$ cat config.mk
export PLATFORM = sky130hd
export DESIGN_NAME = fetch_unit_flat
export DESIGN_NICKNAME = d
export VERILOG_FILES = /design/src/rtl/cpu_pkg.sv /design/src/rtl/fetch_unit_if.sv /design/src/rtl/fetch_pc.sv /design/src/rtl/fetch_unit.sv /design/src/flat_wrapper.sv
export SDC_FILE = /design/constraint.sdc
export NUM_CORES = 1
export LEC_CHECK = 0
export ABC_AREA = 1
export ABC_CLOCK_PERIOD_IN_PS = 3970
export CORE_MARGIN = 2
export CORE_UTILIZATION = 50
export CTS_CLUSTER_DIAMETER = 40
export DETAILED_ROUTE_END_ITERATION = 16
export PLACE_DENSITY_LB_ADDON = 0.25
export SLEW_MARGIN = 20
export SYNTH_ARGS = -nofsm -noshare
export SYNTH_HDL_FRONTEND = slang
export SYNTH_SLANG_ARGS = --single-unit
$ cat constraint.sdc
create_clock -name clk -period 3.97 [get_ports clk]
set_input_delay 0.794 -clock clk [delete_from_list [all_inputs] [get_ports clk]]
set_output_delay 0.794 -clock clk [all_outputs]
set_load 0.1 [all_outputs]
$ cat src/rtl/cpu_pkg.sv
// Shared CPU definitions: default bus widths, reset PC and the fetch-stage state type.
package cpu_pkg;

  localparam int unsigned ADDR_W = 16;
  localparam int unsigned DATA_W = 16;
  localparam logic [ADDR_W-1:0] RESET_PC = '0;

  typedef enum logic [1:0] {
    StIdle,   // no fetch outstanding
    StWait,   // fetch issued, waiting on memory
    StValid   // instruction held for the control FSM
  } fetch_state_t;

endpackage

$ cat src/rtl/fetch_unit_if.sv
// Fetch-stage bus: control-FSM handshake, jump controls and the instruction memory read port.
//   master: control FSM / environment side (drives requests, acks, jumps and memory read data)
//   slave : fetch unit side (drives memory address, instruction, valid, pc, busy, retire count)
interface fetch_unit_if #(
  parameter int unsigned ADDR_W = cpu_pkg::ADDR_W,
  parameter int unsigned DATA_W = cpu_pkg::DATA_W
);

  logic              fetch_req;
  logic              instr_ack;
  logic              pc_ld;
  logic              pc_rel;
  logic [ADDR_W-1:0] pc_target;
  logic [7:0]        disp;
  logic [ADDR_W-1:0] mem_addr;
  logic [DATA_W-1:0] mem_rdata;
  logic [DATA_W-1:0] instr;
  logic              instr_valid;
  logic [ADDR_W-1:0] pc;
  logic              busy;
  logic [15:0]       instr_count;

  modport master (
    output fetch_req, instr_ack, pc_ld, pc_rel, pc_target, disp, mem_rdata,
    input  mem_addr, instr, instr_valid, pc, busy, instr_count
  );

  modport slave (
    input  fetch_req, instr_ack, pc_ld, pc_rel, pc_target, disp, mem_rdata,
    output mem_addr, instr, instr_valid, pc, busy, instr_count
  );

endinterface

$ cat src/rtl/fetch_pc.sv
// Program counter register. Priority: reset > load > increment.
//   clk, reset : clock, synchronous active-high reset
//   ld, rel    : load request; rel=1 adds sign-extended disp, rel=0 takes target
//   target     : absolute jump target
//   disp       : signed 8-bit displacement
//   inc        : advance pc by one (wraps modulo 2^ADDR_W)
//   pc         : current program counter
module fetch_pc #(
  parameter int unsigned       ADDR_W   = cpu_pkg::ADDR_W,
  parameter logic [ADDR_W-1:0] RESET_PC = cpu_pkg::RESET_PC
) (
  input  logic              clk,
  input  logic              reset,
  input  logic              ld,
  input  logic              rel,
  input  logic [ADDR_W-1:0] target,
  input  logic [7:0]        disp,
  input  logic              inc,
  output logic [ADDR_W-1:0] pc
);

  logic [ADDR_W-1:0] pc_q;
  logic [ADDR_W-1:0] disp_ext;

  assign disp_ext = {{(ADDR_W-8){disp[7]}}, disp};

  always_ff @(posedge clk) begin
    if (reset) begin
      pc_q <= RESET_PC;
    end else if (ld) begin
      pc_q <= rel ? pc_q + disp_ext : target;
    end else if (inc) begin
      pc_q <= pc_q + ADDR_W'(1);
    end
  end

  assign pc = pc_q;

endmodule

$ cat src/rtl/fetch_unit.sv
// Instruction fetch stage: owns the PC and instruction register, drives the instruction
// memory read address and hands instructions to the control FSM over a valid/ack handshake.
// Jumps (pc_ld) abort any in-flight fetch.
//   clk, reset : clock, synchronous active-high reset
//   bus        : fetch_unit_if slave (handshake, jump controls, memory port, status)
module fetch_unit #(
  parameter int unsigned       ADDR_W   = cpu_pkg::ADDR_W,
  parameter int unsigned       DATA_W   = cpu_pkg::DATA_W,
  parameter int unsigned       MEM_LAT  = 1,  // 1..4
  parameter logic [ADDR_W-1:0] RESET_PC = cpu_pkg::RESET_PC
) (
  input logic         clk,
  input logic         reset,
  fetch_unit_if.slave bus
);

  import cpu_pkg::*;

  localparam logic [1:0] LatInit = 2'(MEM_LAT - 1);

  fetch_state_t      state_q;
  logic [1:0]        lat_cnt_q;
  logic [DATA_W-1:0] instr_q;
  logic              valid_q;
  logic              busy_q;
  logic [15:0]       count_q;
  logic [ADDR_W-1:0] pc;
  logic              capture;
  logic              ack_ok;

  // A jump in the capture cycle wins: no capture and no increment.
  assign capture = (state_q == StWait) && (lat_cnt_q == 2'd0) && !bus.pc_ld;
  assign ack_ok  = (state_q == StValid) && bus.instr_ack;

  fetch_pc #(
    .ADDR_W  (ADDR_W),
    .RESET_PC(RESET_PC)
  ) u_fetch_pc (
    .clk   (clk),
    .reset (reset),
    .ld    (bus.pc_ld),
    .rel   (bus.pc_rel),
    .target(bus.pc_target),
    .disp  (bus.disp),
    .inc   (capture),
    .pc    (pc)
  );

  always_ff @(posedge clk) begin
    if (reset) begin
      state_q   <= StIdle;
      lat_cnt_q <= 2'd0;
      instr_q   <= '0;
      valid_q   <= 1'b0;
      busy_q    <= 1'b0;
      count_q   <= 16'd0;
    end else begin
      // An ack is retired even when a jump lands in the same cycle.
      if (ack_ok) begin
        count_q <= count_q + 16'd1;
      end
      if (bus.pc_ld) begin
        state_q   <= StIdle;
        lat_cnt_q <= 2'd0;
        valid_q   <= 1'b0;
        busy_q    <= 1'b0;
      end else begin
        case (state_q)
          StIdle: begin
            if (bus.fetch_req) begin
              state_q   <= StWait;
              lat_cnt_q <= LatInit;
              busy_q    <= 1'b1;
            end
          end
          StWait: begin
            if (lat_cnt_q == 2'd0) begin
              state_q <= StValid;
              instr_q <= bus.mem_rdata;
              valid_q <= 1'b1;
            end else begin
              lat_cnt_q <= lat_cnt_q - 2'd1;
            end
          end
          StValid: begin
            if (bus.instr_ack) begin
              valid_q <= 1'b0;
              if (bus.fetch_req) begin
                // Back-to-back: the PC was already advanced at capture.
                state_q   <= StWait;
                lat_cnt_q <= LatInit;
              end else begin
                state_q <= StIdle;
                busy_q  <= 1'b0;
              end
            end
          end
          default: begin
            state_q <= StIdle;
            valid_q <= 1'b0;
            busy_q  <= 1'b0;
          end
        endcase
      end
    end
  end

  assign bus.mem_addr    = pc;
  assign bus.pc          = pc;
  assign bus.instr       = instr_q;
  assign bus.instr_valid = valid_q;
  assign bus.busy        = busy_q;
  assign bus.instr_count = count_q;

endmodule

$ cat src/flat_wrapper.sv
// flat-port wrapper written by rule: the top's interface ports become plain ports
module fetch_unit_flat import cpu_pkg::*;
#(
  parameter int unsigned       ADDR_W   = cpu_pkg::ADDR_W,
  parameter int unsigned       DATA_W   = cpu_pkg::DATA_W,
  parameter int unsigned       MEM_LAT  = 1,         
  parameter logic [ADDR_W-1:0] RESET_PC = cpu_pkg::RESET_PC
)
  (clk, reset, bus_fetch_req, bus_instr_ack, bus_pc_ld, bus_pc_rel, bus_pc_target, bus_disp, bus_mem_rdata, bus_mem_addr, bus_instr, bus_instr_valid, bus_pc, bus_busy, bus_instr_count);
  fetch_unit_if #(.ADDR_W(ADDR_W), .DATA_W(DATA_W)) bus_i ();
  input logic clk;
  input logic reset;
  input wire logic [$bits(bus_i.fetch_req)-1:0] bus_fetch_req;
  input wire logic [$bits(bus_i.instr_ack)-1:0] bus_instr_ack;
  input wire logic [$bits(bus_i.pc_ld)-1:0] bus_pc_ld;
  input wire logic [$bits(bus_i.pc_rel)-1:0] bus_pc_rel;
  input wire logic [$bits(bus_i.pc_target)-1:0] bus_pc_target;
  input wire logic [$bits(bus_i.disp)-1:0] bus_disp;
  input wire logic [$bits(bus_i.mem_rdata)-1:0] bus_mem_rdata;
  output wire logic [$bits(bus_i.mem_addr)-1:0] bus_mem_addr;
  output wire logic [$bits(bus_i.instr)-1:0] bus_instr;
  output wire logic [$bits(bus_i.instr_valid)-1:0] bus_instr_valid;
  output wire logic [$bits(bus_i.pc)-1:0] bus_pc;
  output wire logic [$bits(bus_i.busy)-1:0] bus_busy;
  output wire logic [$bits(bus_i.instr_count)-1:0] bus_instr_count;
  assign bus_i.fetch_req = bus_fetch_req;
  assign bus_i.instr_ack = bus_instr_ack;
  assign bus_i.pc_ld = bus_pc_ld;
  assign bus_i.pc_rel = bus_pc_rel;
  assign bus_i.pc_target = bus_pc_target;
  assign bus_i.disp = bus_disp;
  assign bus_i.mem_rdata = bus_mem_rdata;
  assign bus_mem_addr = bus_i.mem_addr;
  assign bus_instr = bus_i.instr;
  assign bus_instr_valid = bus_i.instr_valid;
  assign bus_pc = bus_i.pc;
  assign bus_busy = bus_i.busy;
  assign bus_instr_count = bus_i.instr_count;
  fetch_unit #(.ADDR_W(ADDR_W), .DATA_W(DATA_W), .MEM_LAT(MEM_LAT), .RESET_PC(RESET_PC)) u_core (.clk(clk), .reset(reset), .bus(bus_i));
endmodule
==> results.sh <==
export IMPL_netlist_top_cell_by_area="dfxtp_1"
export IMPL_hold_buffers=0
export IMPL_postRouteWirelength_um=10100
export IMPL_clk_insertion_delay_late_ns=0.32
export IMPL_hold_path_depth=2
export IMPL_tritoncts_clock_tree="built"
export IMPL_post_synth_inst_count=597
export IMPL_critPathTopFamily="buffers and inverters"
export IMPL_drt_pass1_iter_count=5
export IMPL_timing_reg2reg_setup_slack_ns=2.05
export IMPL_p_r_area_growth_vs_syn_pct=30.9
export IMPL_io_pin_count=112
export IMPL_critical_path_reg2reg_startpoint="u_core.u_fetch_pc.pc[0]$_SDFFE_PP0P_"
export IMPL_detailedRoute_firstIterationViolations=295
export IMPL_grt_first_pass_wirelength_um=16600
export IMPL_cts_htree_levels=2
export IMPL_setup_total_negative_slack_ns=0
export IMPL_start_kind="register"
export IMPL_final_setup_viol_count=0
export IMPL_critical_path_class="register to primary output"
export IMPL_slowest_delay_ns=1.23
export IMPL_dp_hpwl_um=7740
export IMPL_worstPathBufferInverterCount=1
export IMPL_maxClockFrequency_mhz=347
export IMPL_gp_routability_congestion=0.921
export IMPL_worst_endpoint_arrival_ns=2.09
export IMPL_drcViolationCount=0
export IMPL_synth_yosys_warnings=0
export IMPL_detailed_route_wire_length_per_cell_um=12.8
export IMPL_floorplan_core_area_sq_um=7290
export IMPL_synth_fp_nets=662
export IMPL_synth_area_sq_um=3770
export IMPL_power_total_mw=1.60
export IMPL_path_max_fanout=9
export IMPL_cts_made_buffers=5
export IMPL_cts_buffer_depth=2
export IMPL_timing_critical_path_to_type="primary output"
export IMPL_post_synth_mux_area_share=0
export IMPL_yosysTopAreaCellShare=0.287
export IMPL_hold_slack_ns=0.477
export IMPL_rr_endpoint="u_core.u_fetch_pc.pc[12]$_SDFFE_PP0P_"
export IMPL_die_width_um=90.8
export IMPL_holdCritStartpoint="u_core.lat_cnt_q[1]$_SDFFE_PP0P_"
export IMPL_slew_violations=0
export IMPL_post_cts_buffers=0
export IMPL_synthTopCellsByArea="dfxtp_1, nand2_1, nor2_1"
export IMPL_dp_cells=778
export IMPL_initial_core_util=0.517
export IMPL_dpl_instance_area_sq_um=4840
export IMPL_port_buffer_count=111
export IMPL_synth_top_family_by_area="simple AND/OR/NAND/NOR gates"
export IMPL_run_status="finished, final reports clean"
export IMPL_p_leak_nw=2.16
export IMPL_grt_pass1_vias=3632
export IMPL_reg2regPathDepth=11
export IMPL_layout_drive_gt1_share=0.0364
export IMPL_synth_most_common_cell="nand2_1"
export IMPL_fp_dieH_um=90.8
export IMPL_postLayoutCellArea_sq_um=4940
export IMPL_cp_startpoint="u_core.u_fetch_pc.pc[8]$_SDFFE_PP0P_"
export IMPL_critical_path_required_ns=3.18
export IMPL_cts_clk_pin_slew_worst_paths_ns=0.10
export IMPL_grt_usage=0.242
export IMPL_worst_slew_pin_slew_ns=1.02
export IMPL_worst_hold_path_endpoint="u_core.lat_cnt_q[1]$_SDFFE_PP0P_"
export IMPL_antenna_cells_inserted=0
export IMPL_number_of_storage_elements_in_the_synthesis_netlist=54
export IMPL_worst_ir_drop_vdd_uv=214
export IMPL_number_of_vias_in_the_routed_layout=4050
export IMPL_synthesized_area_fraction_occupied_by_ao_oa_aoi_and_oai_cells=0.157
export IMPL_grt_overflow_total=0
export IMPL_post_cts_resized_instances=0
export IMPL_synth_enable_flop_cells=0
export IMPL_fin_crit_sh=0.725
export IMPL_finalHoldViolations=0
export IMPL_timing_max_slew_rel_slack=0.318
export IMPL_synthFlopType="dfxtp_1"
export IMPL_rsz0062_at_grt="false"
export IMPL_crit_chain="clkdlybuf4s50_1"
export IMPL_ys_seq_area_frac=0.287
export IMPL_power_density_cell_area_nw_per_um2=324
export IMPL_worst_hold_path_class="register to register"
export IMPL_clkSinkCount=54
export IMPL_final_setup_skew_ns=0.00836
export IMPL_synth_simple_area_share=0.335
export IMPL_floorplan_die_area_sq_um=8250
export IMPL_grt_max_degree=41
export IMPL_synth_xor_area_frac=0.0279
export IMPL_clock_root_buffer="clkbuf_8"
export IMPL_number_of_antenna_violations_at_the_first_check_in_global_routing=0
export IMPL_finalCriticalPeriod_ns=2.88
export IMPL_finish_net_count=751
export IMPL_antenna_left=0
export IMPL_rows=31
export IMPL_synth_top_cells_by_count="nand2_1, nor2_1, inv_1"
export IMPL_avgViaCountPerCell=5.15
export IMPL_layout_cells_non_filler=786
export IMPL_cap_viol_max_count=0
export IMPL_cpMaxStageDelayCell="clkdlybuf4s50_1"
export IMPL_netlist_cell_type_count=43
export IMPL_async_flop_share=0
export IMPL_post_synth_fa_ha_maj_area_fraction=0.0651
export IMPL_synth_area_per_cell_sq_um=6.31
-- per-layer routing --
metal	part of all wire	GRT usage	vias up
li1	-	-	2095
met1	0.47	0.326	1785
met2	0.45	0.396	156
met3	0.066	0.0376	14
met4	0.014	0.0795	0
met5	0	0	-
-- worst max-delay path by stage --
stage                                            endpoint  slack, ns  depth (start not counted)
finish                                          bus_pc[8]       1.09                          1
global route                                    bus_pc[8]       1.06                          1
CTS                                             bus_pc[8]       1.09                          1
detailed placement   u_core.u_fetch_pc.pc[1]$_SDFFE_PP0P_       1.09                          6
global placement    u_core.u_fetch_pc.pc[15]$_SDFFE_PP0P_       1.14                          6
floorplan            u_core.u_fetch_pc.pc[9]$_SDFFE_PP0P_       1.60                         10
-- cells by family (layout without fill, tap and decap cells) --
group / after synthesis / in the layout
simple gates: 290 / 290
compound gates: 111 / 111
buf+inv: 111 / 201
flops: 54 / 54
fa+ha+maj: 19 / 19
xor+xnor: 12 / 12
-- registers in the layout, indices dropped and copies added (netlist names) --
| register | count |
|---|---|
| u_core.bus.instr | 16 |
| u_core.bus.busy | 1 |
| u_core.bus.instr_valid | 1 |
| u_core.bus.instr_count | 16 |
| u_core.u_fetch_pc.pc | 16 |
| u_core.lat_cnt_q | 2 |
| u_core.state_q | 2 |
-- final cells by class --
cell class                      count  area [sq um]
Clock buffer                        6          82.6
Clock inverter                      2          17.5
Fill cell                         689          2360
Inverter                           80           303
Multi-Input combinational cell    432          2200
Sequential cell                    54          1080
Tap cell                           99           124
Timing Repair Buffer              113          1130
-- power breakdown --
part | switching [mW] | internal, mW | total, mW
clock network | 0.190 | 0.144 | 0.334
registers | 0.0388 | 0.566 | 0.605
logic | 0.467 | 0.196 | 0.662
total | 0.695 | 0.906 | 1.60
-- stage by stage --
stage               setup WS [ns]  utilization
finish                       1.09        0.677
global route                 1.06        0.677
CTS                          1.09        0.677
detailed placement           1.09        0.663
global placement             1.14        0.663
floorplan                    1.60            -
-- cell usage in the layout, fill, tap and decap left out, types with 2 or more instances in the layout --
cell             netlist  final
ha_1                  18     18
o21ai_0               50     50
inv_1                 75     75
xnor2_1                5      5
clkinv_4               0      2
nor3_2                 2      2
nand3b_1               3      3
nor2_1                94     94
xor2_1                 7      7
or2_2                  2      2
nand2_1              124    124
nand3_1               33     33
a31oi_1                5      5
or2_0                  2      2
clkbuf_8               0      6
dfxtp_1               54     54
a21oi_1               41     41
a211oi_1               3      3
clkdlybuf4s50_1        0    111
and2_1                 2      2
o21ai_1                4      4
nor3_1                12     12
o211ai_1               4      4
nand4_1                7      7
buf_4                 17      2
inv_2                  3      3
No activity file was read; power rests on OpenSTA's default activity.
==> edit 1: new RTL, same flow settings <==
Re-encode `fetch_state_t` (3 states) as one-hot, 3 bits wide.
--- a/src/rtl/cpu_pkg.sv
+++ b/src/rtl/cpu_pkg.sv
@@ -5,10 +5,10 @@
   localparam int unsigned DATA_W = 16;
   localparam logic [ADDR_W-1:0] RESET_PC = '0;
 
-  typedef enum logic [1:0] {
-    StIdle,   // no fetch outstanding
-    StWait,   // fetch issued, waiting on memory
-    StValid   // instruction held for the control FSM
+  typedef enum logic [2:0] {
+    StIdle  = 3'b001,   // no fetch outstanding
+    StWait  = 3'b010,   // fetch issued, waiting on memory
+    StValid = 3'b100   // instruction held for the control FSM
   } fetch_state_t;
 
 endpackage
Check against the original RTL: same outputs for any inputs over 10 cycles, from zero or initial values and one cycle with reset high; not proved beyond that.
==> edit 1 against the unedited design <==
Power fell by 8.7%; setup slack better by 53 ps; wire length grew 3.9%; final area rose by 2.9%; synthesized area increased by 4.4%; sequential cell count grew 1; hold slack lost 5.2 ps; fmax grew 1.9%; critical endpoint is now bus_mem_addr[10]; largest power group is now registers.
==> edit 1: results (changes against the unedited design) <==
arrival_ps: 2030  # -60 ps
grt_max_degree: 29  # -29%
final_nets: 777  # +3.5%
cts_resized: 0  # unchanged
synth_area_leaders: "dfxtp_1 (28%), nand2_1 (13%), nor2_1 (9.2%), inv_1 (7.8%), o21ai_0 (6.4%)"
ir_worst_vdd_mv: 0.216  # +1.1%
synth.distinct_cells: 42  # -2.3%
whs_ps: 472  # -5.18 ps
fin_crit_ps: 2830  # -52.6 ps
clk_pin_slew_ps: 100  # about the same
grt_pass1_wl_um: 17400  # +4.5%
antenna_found_initial: 0  # unchanged
antennaDiodeCount: 0  # unchanged
yosys_warnings: 0  # unchanged
htree_levels: 2  # unchanged
portBuffers: 111  # unchanged
leakage_nw: 2.29  # +6.2%
met2_usage_pct: 40.9  # +1.3 points
synth_ff_type: "dfxtp_1"
hp-class: "flop to flop"
grt_use_met1_pct: 31.7  # -0.97 points
clock-root-buffer: "clkbuf_8"
cp_slowest_cell: "clkdlybuf4s50_1"
placed_area_um2: 4990  # +3.2%
cp_max_fo: 7  # -2
drt-pass1-iter-count: 5  # unchanged
dp_hpwl_um: 7960  # +2.8%
fill_cells: 718  # +4.2%
grtUsageMet3_pct: 5.21  # +1.5 points
dp_slack_ps: 1140  # +54.3 ps
grt_pass1_vias: 3928  # +8.1%
synth-async-reset-ratio_pct: 0  # unchanged
initialDrtViolationCount: 199  # -33%
place_inst: 807  # +3.7%
clock_skew_ps: 14.4  # +6.06 ps
status: "complete, no violations"
gp_congestion: 0.938  # +1.9%
grtUsageTotal_pct: 24.3  # +0.13 points
r2r_setup_slack_ps: 1920  # -130 ps
wire_per_inst_um: 12.8  # +0.21%
cts_buffer_depth: 2  # unchanged
syn_area_per_cell_um2: 6.33  # +0.25%
drt-total-wl_um: 10400  # +3.9%
postCtsSetupRepairBufs: 0  # unchanged
slew_headroom_pct: 33.8  # +2.0 points
synth_seq_area_share_pct: 28.0  # -0.71 points
cp_slowest_stage_delay_ps: 1200  # -30 ps
drive_above_1_share_pct: 3.93  # +0.29 points
syn-num-nets: 687  # +3.8%
clk-insertion-delay-late_ps: 310
synth.top_cells.by_count: "nand2_1 (139), nor2_1 (96), inv_1 (82)"
vias: 4219  # +4.2%
edit 1: metal layers:
| metal | routed length [um] | up-vias | part of all wire, % |
|---|---|---|---|
| met5 | 0 | - | 0 |
| met3 | 755 | 10 | 7.2 |
| met4 | 127 | 0 | 1.2 |
| met1 | 4680 | 1900 | 45 |
| met2 | 4880 | 143 | 47 |
| li1 | - | 2166 | - |
edit 1: final timing paths:
path                                                to  cells past startpoint                                  start
setup / recovery                      bus_mem_addr[10]                      1  u_core.u_fetch_pc.pc[10]$_SDFFE_PP0P_
hold / removal        u_core.lat_cnt_q[1]$_SDFFE_PP0P_                      2       u_core.lat_cnt_q[1]$_SDFFE_PP0P_
setup reg to reg  u_core.u_fetch_pc.pc[8]$_SDFFE_PP0P_                     11   u_core.u_fetch_pc.pc[0]$_SDFFE_PP0P_
hold reg to reg       u_core.lat_cnt_q[1]$_SDFFE_PP0P_                      2       u_core.lat_cnt_q[1]$_SDFFE_PP0P_
edit 1: final cells by class:
class                           instances  area (um2)  area share (%)
Multi-Input combinational cell        451        2300            45.3
Timing Repair Buffer                  114        1130            22.3
Sequential cell                        55        1100            21.7
Inverter                               85         327            6.43
Tap cell                              102         128            2.51
Clock buffer                            5        68.8            1.35
Clock inverter                          3        22.5           0.443
edit 1: cell families after synthesis:
kind of cell / after synthesis / share of synthesized area (%)
buffers and inverters: 116 / 13.6
adder cells (fa/ha/maj): 19 / 6.23
XOR/XNOR: 10 / 2.22
flip-flops: 55 / 28.0
AO/OA/AOI/OAI: 107 / 14.3
AND/OR/NAND/NOR: 315 / 35.7
edit 1: report_power, final:
group	switching, mW	internal, mW	leakage, nW	total, mW
clock	0.198	0.127	0.0485	0.325
sequential	0.0297	0.568	0.447	0.597
combinational	0.372	0.167	1.80	0.539
total	0.600	0.862	2.29	1.46
==> edit 2: new RTL, config.mk and constraints unchanged <==
Without the edit above. The package constant `DATA_W` goes from 16 to 20.
--- a/src/rtl/cpu_pkg.sv
+++ b/src/rtl/cpu_pkg.sv
@@ -2,7 +2,7 @@
 package cpu_pkg;
 
   localparam int unsigned ADDR_W = 16;
-  localparam int unsigned DATA_W = 16;
+  localparam int unsigned DATA_W = 20;
   localparam logic [ADDR_W-1:0] RESET_PC = '0;
 
   typedef enum logic [1:0] {
Interface: changed (resized bus_instr and bus_mem_rdata); port bits go from 112 to 120. The function was not compared with the original's and may differ.
==> edit 2 against the unedited design <==
Final area up 6.8%; power increased by 16%; sequential cell count rose by 4; synthesized area grew 4.3%; combinational power fell by 1%; clock skew shrank 1.6 ps; clock power is 68% higher; register-to-register slack worse by 630 ps; wire length rose by 5.2%; via count increased by 5.0%; setup slack worse by 41 ps; die area rose by 4.1%; hold slack better by 21 ps; synthesized cell count up 3.2%; critical path type unchanged.
==> edit 2: results (changes against the unedited design) <==
status: "complete, no violations"
place_inst: 805  # +3.5%
final_nets: 783  # +4.3%
clk-insertion-delay-late_ps: 340  # +20 ps
drt-total-wl_um: 10600  # +5.2%
arrival_ps: 2130  # +40 ps
leakage_nw: 2.33  # +7.8%
synth.top_cells.by_count: "nand2_1 (121), nor2_1 (107), inv_1 (78)"
clk_pin_slew_ps: 70  # -30 ps
grtUsageMet3_pct: 6.92  # +3.2 points
wl_met1_um: 4590  # -1.9%
drive_above_1_share_pct: 4.73  # +1.1 points
htree_levels: 3  # +1
dp_hpwl_um: 7800  # +0.79%
initialDrtViolationCount: 190  # -36%
dp_slack_ps: 544  # -546 ps
grt_max_degree: 31  # -24%
grt_pass1_vias: 3926  # +8.1%
drt-pass1-iter-count: 7  # +2
syn-num-nets: 685  # +3.5%
wl_met3_um: 884  # +33%
ir_worst_vdd_mv: 0.269  # +26%
grtUsageTotal_pct: 25.2  # +0.94 points
dr_wl_met2_um: 4960  # +8.5%
cp_max_fo: 8  # -1
worst_pin_slew_ps: 1050  # +27.0 ps
netlist_instances: 616  # +3.2%
gp_congestion: 0.914  # -0.74%
grt_use_met1_pct: 31.7  # -0.94 points
==> edit 2: cell count changes in the layout (fill, tap and decap cells not counted), moves of 4 or more <==
cell	unedited run	this run
dfxtp_1	54	58
clkbuf_8	6	11
o21ai_0	50	63
clkdlybuf4s50_1	111	119
a31oi_1	5	1
a21oi_1	41	36
nor2_1	94	106
==> edit 2: kinds of logic (layout without fill, tap and decap cells) <==
kind of cell / count (synthesis) / in the layout / share of synthesized area (%)
AOI/OAI and AO/OA: 114 / 114 / 15.4
xor gates and xnor gates: 17 / 17 / 3.79
adders and majority gates: 19 / 19 / 6.24
buffers and inverters: 112 / 215 / 12.5
DFF: 58 / 58 / 29.5
and+or+nand+nor: 296 / 296 / 32.6
==> edit 2: final cells by class <==
type	instances	area, um2	share of cell area (%)
timing repair buffer	121	1210	22.9
clock inverter	5	52.6	0.996
inverter	78	293	5.55
clock buffer	11	151	2.87
tap	102	128	2.42
multi-input combinational	446	2280	43.3
sequential	58	1160	22.0
==> edit 2: worst paths after layout <==
| kind | slack, ps | to | cells past startpoint | from |
|---|---|---|---|---|
| worst max-delay path | 1050 | bus_pc[1] | 1 | u_core.u_fetch_pc.pc[1]$_SDFFE_PP0P_ |
| worst min-delay path | 500 | u_core.bus.instr_count[9]$_SDFFE_PP0P_ | 2 | u_core.bus.instr_count[9]$_SDFFE_PP0P_ |
| worst max register to register | 1420 | u_core.bus.instr[3]$_SDFFE_PP0P_ | 7 | u_core.state_q[0]$_SDFFE_PP0P_ |
| worst min register to register | 500 | u_core.bus.instr_count[9]$_SDFFE_PP0P_ | 2 | u_core.bus.instr_count[9]$_SDFFE_PP0P_ |
==> edit 2: report_power, final <==
group	total, mW	switching [mW]	internal (mW)	leakage, nW
clock network	0.560	0.240	0.320	0.105
logic	0.655	0.461	0.194	1.75
registers	0.646	0.0393	0.607	0.473
